<file path="config.mk">
export PLATFORM = sky130hd
export DESIGN_NAME = dgb_rect_engine
export DESIGN_NICKNAME = d
export VERILOG_FILES = /design/src/rtl/dgb_rect_engine.sv
export SDC_FILE = /design/constraint.sdc
export NUM_CORES = 1
export LEC_CHECK = 0
export ABC_AREA = 1
export BUFFER_PORTS_ARGS = -buffer_cell sky130_fd_sc_hd__buf_2
export CAP_MARGIN = 20
export CORE_ASPECT_RATIO = 1.1
export CORE_MARGIN = 5
export CORE_UTILIZATION = 65
export CTS_BUF_LIST = sky130_fd_sc_hd__clkbuf_8
export DETAILED_ROUTE_END_ITERATION = 12
export GPL_TIMING_DRIVEN = 0
export PLACE_DENSITY_LB_ADDON = 0.3
export SKIP_LAST_GASP = 1
export SYNTH_ARGS = -nofsm -noshare
export SYNTH_HDL_FRONTEND = slang
export SYNTH_SLANG_ARGS = --single-unit
</file>
<file path="constraint.sdc">
create_clock -name iBCLK -period 2.71 [get_ports iBCLK]
set_clock_uncertainty 0.1 [all_clocks]
set_input_delay 0.4065 -clock iBCLK [delete_from_list [all_inputs] [get_ports iBCLK]]
set_output_delay 0.4065 -clock iBCLK [all_outputs]
set_load 0.02 [all_outputs]
</file>
<file path="src/rtl/dgb_rect_engine.sv">
// Purpose : raster rectangle overlay; draws up to pRectNum coloured, optionally blinking boxes over a background.
// Latency : 2 cycles from an iCKE=1 raster position to its oPixel/oVd.
// Backpr. : none; iCKE gates raster advance, oVd mirrors iCKE two cycles later, oPixel holds while oVd=0.
// Ports   : iBCLK/iRST clock and sync active-high reset; iCKE pixel advance;
//           iWe/iWidx/iWreg/iWdata shadow register write (fields: 0 x0, 1 x1, 2 y0, 3 y1, 4 color, 5 ctrl);
//           oPixel/oVd generated pixel; oFe frame-end pulse; oCommit shadow->active load pulse.
module dgb_rect_engine #(
    parameter int pHdisplay    = 640,
    parameter int pVdisplay    = 480,
    parameter int pPixelWidth  = 24,
    parameter int pRectNum     = 4,
    parameter int pBlinkFrames = 60,
    parameter logic [pPixelWidth-1:0] pBgColor = '0
) (
    input  logic                   iBCLK,
    input  logic                   iRST,
    input  logic                   iCKE,
    input  logic                   iWe,
    input  logic [3:0]             iWidx,
    input  logic [2:0]             iWreg,
    input  logic [31:0]            iWdata,
    output logic [pPixelWidth-1:0] oPixel,
    output logic                   oVd,
    output logic                   oFe,
    output logic                   oCommit
);

    localparam int HW = (pHdisplay > 1) ? $clog2(pHdisplay) : 1;
    localparam int VW = (pVdisplay > 1) ? $clog2(pVdisplay) : 1;
    localparam int BW = (pBlinkFrames > 1) ? $clog2(pBlinkFrames) : 1;
    localparam logic [HW-1:0] H_LAST = HW'(pHdisplay - 1);
    localparam logic [VW-1:0] V_LAST = VW'(pVdisplay - 1);
    localparam logic [BW-1:0] B_LAST = BW'(pBlinkFrames - 1);
    localparam logic [4:0]    RECT_NUM = 5'(pRectNum);

    typedef struct packed {
        logic [HW-1:0]          x0;
        logic [HW-1:0]          x1;
        logic [VW-1:0]          y0;
        logic [VW-1:0]          y1;
        logic [pPixelWidth-1:0] color;
        logic                   en;
        logic                   blink;
    } rect_t;

    logic [HW-1:0]          h_q, h_d;
    logic [VW-1:0]          v_q, v_d;
    logic                   fe_q, fe_d;
    logic [BW-1:0]          blink_cnt_q, blink_cnt_d;
    logic                   blink_ph_q, blink_ph_d;
    logic                   dirty_q, dirty_d;
    rect_t                  sh_q  [pRectNum];
    rect_t                  sh_d  [pRectNum];
    rect_t                  act_q [pRectNum];
    rect_t                  act_d [pRectNum];
    logic [pRectNum-1:0]    hit_q, hit_d;
    logic                   s1_vld_q;
    logic [pPixelWidth-1:0] pixel_q, pix_d;
    logic                   vd_q;
    logic                   wr_ok;
    logic                   commit;
    logic                   wdata_unused;

    // Upper write-data bits are truncated away by design.
    assign wdata_unused = ^iWdata;

    assign wr_ok  = iWe && ({1'b0, iWidx} < RECT_NUM) && (iWreg < 3'd6);
    assign commit = fe_q && dirty_q;

    // Raster counters and registered frame-end detect.
    always_comb begin
        h_d  = h_q;
        v_d  = v_q;
        fe_d = iCKE && (h_q == H_LAST) && (v_q == V_LAST);
        if (iCKE) begin
            if (h_q == H_LAST) begin
                h_d = '0;
                v_d = (v_q == V_LAST) ? '0 : v_q + 1'b1;
            end else begin
                h_d = h_q + 1'b1;
            end
        end
    end

    // Blink phase flips every pBlinkFrames frame ends.
    always_comb begin
        blink_cnt_d = blink_cnt_q;
        blink_ph_d  = blink_ph_q;
        if (fe_q) begin
            if (blink_cnt_q == B_LAST) begin
                blink_cnt_d = '0;
                blink_ph_d  = ~blink_ph_q;
            end else begin
                blink_cnt_d = blink_cnt_q + 1'b1;
            end
        end
    end

    // Shadow writes; the active set copies the pre-write shadow on commit.
    always_comb begin
        for (int i = 0; i < pRectNum; i++) begin
            sh_d[i]  = sh_q[i];
            act_d[i] = commit ? sh_q[i] : act_q[i];
            if (wr_ok && (iWidx == 4'(i))) begin
                case (iWreg)
                    3'd0: sh_d[i].x0    = iWdata[HW-1:0];
                    3'd1: sh_d[i].x1    = iWdata[HW-1:0];
                    3'd2: sh_d[i].y0    = iWdata[VW-1:0];
                    3'd3: sh_d[i].y1    = iWdata[VW-1:0];
                    3'd4: sh_d[i].color = iWdata[pPixelWidth-1:0];
                    3'd5: begin
                        sh_d[i].en    = iWdata[0];
                        sh_d[i].blink = iWdata[1];
                    end
                    default: ;
                endcase
            end
        end
        dirty_d = commit ? wr_ok : (dirty_q || wr_ok);
    end

    // The oFe cycle is already the first cycle of the new frame (H=0,V=0), so
    // hits use the next-state active set and blink phase; outside that cycle
    // they equal the current state, keeping every frame on one consistent set.
    always_comb begin
        for (int i = 0; i < pRectNum; i++) begin
            hit_d[i] = act_d[i].en && !(act_d[i].blink && blink_ph_d) &&
                       (act_d[i].x0 <= h_q) && (h_q <= act_d[i].x1) &&
                       (act_d[i].y0 <= v_q) && (v_q <= act_d[i].y1);
        end
    end

    // Lowest index wins: scan downward so index 0 is applied last.
    always_comb begin
        pix_d = pBgColor;
        for (int i = pRectNum - 1; i >= 0; i--) begin
            if (hit_q[i]) pix_d = act_q[i].color;
        end
    end

    always_ff @(posedge iBCLK) begin
        if (iRST) begin
            h_q         <= '0;
            v_q         <= '0;
            fe_q        <= 1'b0;
            blink_cnt_q <= '0;
            blink_ph_q  <= 1'b0;
            dirty_q     <= 1'b0;
            hit_q       <= '0;
            s1_vld_q    <= 1'b0;
            pixel_q     <= '0;
            vd_q        <= 1'b0;
            for (int i = 0; i < pRectNum; i++) begin
                sh_q[i]  <= '0;
                act_q[i] <= '0;
            end
        end else begin
            h_q         <= h_d;
            v_q         <= v_d;
            fe_q        <= fe_d;
            blink_cnt_q <= blink_cnt_d;
            blink_ph_q  <= blink_ph_d;
            dirty_q     <= dirty_d;
            hit_q       <= hit_d;
            s1_vld_q    <= iCKE;
            vd_q        <= s1_vld_q;
            if (s1_vld_q) pixel_q <= pix_d;
            for (int i = 0; i < pRectNum; i++) begin
                sh_q[i]  <= sh_d[i];
                act_q[i] <= act_d[i];
            end
        end
    end

    assign oPixel  = pixel_q;
    assign oVd     = vd_q;
    assign oFe     = fe_q;
    assign oCommit = commit;

endmodule
</file>
==> results.toml, run 1 <==
[status]
outcome = "finished clean"

[floorplanning]
die-height_um = 215
coreArea_mm2 = 0.0379
dieArea_mm2 = 0.0422
die_w_um = 196
start_util_pct = 65.5
rows = 75
pin_count = 70

[layout]
final_nets = 3663
syn_to_final_growth_pct = 12.3
drive_above_1_share_pct = 7.79

[placed_design]
place_ws_ns = -0.735
routabilityCongestion = 1.01
portBuffers = 53
hpwl_um = 59900

[power_and_ir_drop]
power_w = 0.0164
leakage_nw = 11.1
vdd_drop_max_mv = 0.447
power_per_cell_area_mw_per_mm2 = 588

[setup_path]
path_class = "register to register"
cp.required_ns = 3.18
crit_path_max_fanout = 10
cp-start-kind = "register"
end_kind = "register"
cp.arrival_ns = 3.16
rrSetupSlack_ns = 0.01

[clock_tree]
cts_tree = "built"
ctsHtreeMaxLevel = 3
path_clk_slew_ns = 0.07
clockBufferDepth = 3
clock_sinks = 570
clock_latency_ns = 0.69
cts_buffers = 89
clk_root_buffer_cell = "clkbuf_8"

[global_routing]
antenna_found_initial = 3
grt_pass1_vias = 22700
gr-usage-all-layers_pct = 38.7
grt_max_degree = 14
grt_pass1_wl_um = 127000
overflow = 0

[timing]
slew_viol_final = 0
hold_ws_ns = 0.0311
fin_ws_ns = 0.0118
setup_viol = 0
worst_slew_pin_slew_ns = 1.26
hold_viol = 0
fmax_mhz = 371
rsz0062_at_grt = "true"
fin_crit_sh_pct = 99.6
slew_headroom_pct = 16.2
fin_crit_ns = 2.70

[hold_path]
holdCritPathClass = "input port to register"

[synth]
netlist_instances = 3305
syn_nets = 3503
yosysSeqAreaShare_pct = 46.0
synth_area_mm2 = 0.0248
ys_warn_count = 0
synth_cell_type_count = 36
ys_seq_elements = 570
avgSynthCellArea_um2 = 7.51

[routing]
wl_per_cell_um = 21.0
vias_per_cell = 5.97
drtIter0Drc = 2383
vias = 24100
firstDrtPassIters = 6
wirelength_um = 84700
drc_errors = 0
drtAntennaViolNets = 0

[job]
drv_cap = 0
==> critical path, stage by stage (launching register included) <==
cell	delay [ns]
dfxtp_2	0.32
buf_6	0.12
nand2_8	0.10
clkbuf_2	0.45
o21ai_0	0.25
ha_1	0.35
nand2_1	0.08
nor2_1	0.22
nand4_1	0.13
nand2_1	0.12
nand2_1	0.10
nor3_4	0.25
==> logic make-up (layout without fill, tap and decap cells) <==
logic type | after synthesis | in the layout | share of synthesized area (%)
XOR/XNOR | 6 | 6 | 0.212
AND/OR/NAND/NOR | 933 | 933 | 15.4
flip-flops | 570 | 570 | 46.0
AO/OA/AOI/OAI | 1012 | 1012 | 20.8
adder cells (fa/ha/maj) | 155 | 155 | 7.81
other | 0 | 2 | 0
buffers and inverters | 629 | 854 | 9.86
==> flip-flops by register name, indices dropped and copies added, names as in the netlist, 4 cells and up <==
register	count
h_q	10
blink_cnt_q	6
act_q	256
oPixel	24
hit_q	4
sh_q	256
v_q	9
==> power by group <==
part / switching (W) / total [W] / internal, W
logic: 0.000576 / 0.000752 / 0.000176
clock network: 0.00347 / 0.00721 / 0.00374
registers: 0.0000273 / 0.00844 / 0.00842
total: 0.00407 / 0.0164 / 0.0123
==> what timing repair did <==
| action | in CTS | in global routing |
|---|---|---|
| hold buffers | 13 | 0 |
| endpoints found under the hold margin | 27 | 0 |
| pin swaps | 2 | 5 |
| setup endpoints to repair | 5 | 5 |
| setup buffers | 0 | 2 |
| gates resized for setup | 69 | 58 |
==> area by class of cell <==
cell class | count | area, um^2
well taps | 500 | 626
repair buffers | 69 | 438
flip-flops and latches | 570 | 11400
clock buffers | 109 | 1500
fillers | 3058 | 10000
inverters | 423 | 1590
clock inverters | 47 | 255
multi-input cells | 2106 | 11000
diodes | 2 | 5.00
plain buffers | 206 | 1050
==> synthesized netlist by cell type (all sizes together) <==
master	number	area share [%]
dfxtp	570	46
o21ai	515	10
nand2	488	7.4
a21oi	460	9.3
inv	422	6.4
nor2	291	4.4
clkbuf	156	2.4
ha	155	7.8
nand3	88	1.8
buf	50	1.1
nor3	31	0.85
nand4	24	0.63
o31ai	18	0.54
a21o	6	0.18
o21a	5	0.15
xor2	5	0.18
nand3b	4	0.12
o211ai	4	0.12
or2	4	0.10
o21bai	3	0.091
nor3b	2	0.060
a211oi	1	0.030
clkinv	1	0.015
nor4	1	0.025
xnor2	1	0.035
==> path summary, 6_finish.rpt <==
kind	end	start	depth (start not counted)
worst max register to register	hit_q[0]$_SDFF_PP0_	oFe$_SDFF_PP0_	11
worst min-delay path	sh_q[0][15]$_SDFFE_PP0P_	iWdata[13]	3
worst min register to register	act_q[2][3]$_SDFFE_PP0N_	sh_q[2][3]$_SDFFE_PP0P_	2
worst max-delay path	hit_q[0]$_SDFF_PP0_	oFe$_SDFF_PP0_	11
==> through the flow <==
step | instances | cell area, um^2 | TNS (ns) | utilization, %
finish | 4032 | 27900 | 0 | 73.5
global placement | 3858 | 25700 | -2.13 | 67.8
global route | 4030 | 27900 | -0.0559 | 73.5
CTS | 4028 | 27800 | 0 | 73.3
detailed placement | 3859 | 25700 | -2.23 | 67.9
floorplan | 3305 | 24800 | 0 | -
==> cells in the final DEF, fill, tap and decap left out, types with 24 or more instances in the layout <==
| cell | Yosys | final |
|---|---|---|
| nand2_1 | 486 | 483 |
| o21ai_0 | 510 | 485 |
| a21oi_1 | 460 | 460 |
| nor3_1 | 25 | 24 |
| nand3_1 | 87 | 87 |
| ha_1 | 155 | 155 |
| dfxtp_1 | 570 | 569 |
| clkbuf_1 | 151 | 131 |
| buf_2 | 37 | 79 |
| inv_1 | 420 | 454 |
| nor2_1 | 291 | 289 |
| clkbuf_8 | 0 | 109 |
| o21ai_1 | 5 | 29 |
==> metal layers <==
metal / wire [um] / vias up / global-route usage [%]
met5: 0 / - / 0
met4: 7950 / 0 / 31.1
met3: 8410 / 400 / 7.33
met2: 37900 / 1372 / 61.5
met1: 30500 / 11200 / 45.5
li1: - / 11100 / -
Note: power is estimated with default switching activity, not from simulation.
==> run 2: changes to the inputs <==
- SETUP_SLACK_MARGIN: default -> 0.1
==> results.toml, run 2 (synthesized netlist as in run 1, its figures left out) <==
[layout]
final_common_cell = "dfxtp_1"
final_cell_mix = "dfxtp_1 (568), o21ai_0 (481), nand2_1 (480), a21oi_1 (459), inv_1 (454)"
final_util_pct = 73.7
stdcell_count = 4030
drive_above_1_share_pct = 8.07
syn_to_final_growth_pct = 12.5
final_nets = 3663
antenna_cells = 0

[timing]
hold_viol = 0
fin_crit_ns = 2.57
slew_headroom_pct = 16.6
setup_viol = 0
slew_viol_final = 0
rsz0062_at_grt = "true"
fmax_mhz = 389
fin_crit_sh_pct = 94.9
finalSetupTns_ns = 0
worst_slew_pin_slew_ns = 1.25

[clock_tree]
clockBufferDepth = 3
cts_buffers = 89
cts_tree = "built"
clock_sinks = 570
clk_root_buffer_cell = "clkbuf_8"
clock_latency_ns = 0.69
ctsHtreeMaxLevel = 3
path_clk_slew_ns = 0.07

[routing]
drtIter0Drc = 2405
wl_per_cell_um = 21.0
wirelength_um = 84700
firstDrtPassIters = 10
drc_errors = 2
drtAntennaViolNets = 0
vias = 24000
vias_per_cell = 5.96

[setup_path]
end_kind = "register"
crit_path_max_fanout = 10
cp-start-kind = "register"
cp.arrival_ns = 3.09
cp.required_ns = 3.23
path_class = "register to register"

[power_and_ir_drop]
power_per_cell_area_mw_per_mm2 = 587
leakage_nw = 11.1
vdd_drop_max_mv = 0.442

[placed_design]
dp.cells = 3859
portBuffers = 53
routabilityCongestion = 1.01
hpwl_um = 59900

[floorplanning]
pin_count = 70
start_util_pct = 65.5
die_w_um = 196
coreArea_mm2 = 0.0379
rows = 75
die-height_um = 215
dieArea_mm2 = 0.0422

[job]
drv_cap = 0

[global_routing]
overflow = 0
antenna_found_initial = 2
grt_pass1_wl_um = 127000
grt_pass1_vias = 22800
gr-usage-all-layers_pct = 38.7
grt_max_degree = 14

[status]
outcome = "finished, violations left"
violations = "DRC"

[hold_path]
holdCritPathClass = "input port to register"
run 2: cell types whose count changed in the layout (fill, tap and decap cells not counted), sizes merged:
cell    delta
diode      -2
buf        +2
clkbuf     -2
run 2: worst paths after layout:
| kind | from | to | slack (ns) | depth (start not counted) |
|---|---|---|---|---|
| setup reg to reg | oFe$_SDFF_PP0_ | hit_q[2]$_SDFF_PP0_ | 0.14 | 12 |
| setup / recovery | oFe$_SDFF_PP0_ | hit_q[2]$_SDFF_PP0_ | 0.14 | 12 |
| hold / removal | iWdata[16] | sh_q[0][18]$_SDFFE_PP0P_ | 0.02 | 3 |
| hold reg to reg | sh_q[2][12]$_SDFFE_PP0P_ | act_q[2][12]$_SDFFE_PP0N_ | 0.33 | 2 |
run 2: repair_timing:
item | CTS | global route
setup endpoints to repair | 5 | 10
gates resized for setup | 82 | 65
endpoints found under the hold margin | 27 | 0
buffers inserted | 0 | 2
hold buffers | 13 | 0
pin swaps | 3 | 6
run 2: per-stage QoR:
stage | total power, W | hold slack [ns] | setup slack (ns) | area, um^2
2_1_floorplan | 0.00898 | 0.325 | 0.282 | 24800
3_3_place_gp | 0.00930 | 0.334 | -0.711 | 25700
3_5_place_dp | 0.00932 | 0.343 | -0.735 | 25700
4_1_cts | 0.0163 | 0.00408 | 0.107 | 27800
5_1_grt | 0.0168 | 0.0251 | 0.0212 | 27900
6_report | 0.0164 | 0.0242 | 0.138 | 27900
run 2: cell type report:
type | count | area (um^2)
plain buffers | 206 | 1060
clock buffers | 109 | 1500
repair buffers | 69 | 438
flip-flops and latches | 570 | 11400
clock inverters | 47 | 255
inverters | 423 | 1590
multi-input cells | 2106 | 11000
well taps | 500 | 626
fillers | 3059 | 9990
run 2: routing by layer:
metal	share of wire [%]	track usage, %	vias to the layer above
li1	-	-	11100
met1	36	45.5	11100
met2	44	61.9	1329
met3	9.6	7.22	436
met4	9.9	30.9	0
met5	0	0	-
run 2: power by group:
group	internal (W)	switching, W	total (W)
Clock	0.00374	0.00345	0.00719
Combinational	0.000177	0.000576	0.000753
Sequential	0.00842	0.0000273	0.00844
run 2: worst max-delay path: stages (launching register included):
cell	delay, ns
dfxtp_2	0.32
buf_6	0.12
nand2_8	0.10
buf_4	0.22
clkbuf_4	0.28
o21ai_1	0.17
ha_1	0.35
nand2_1	0.07
nor3_1	0.20
nand4_1	0.11
nand2_1	0.20
inv_1	0.08
nor2_2	0.18
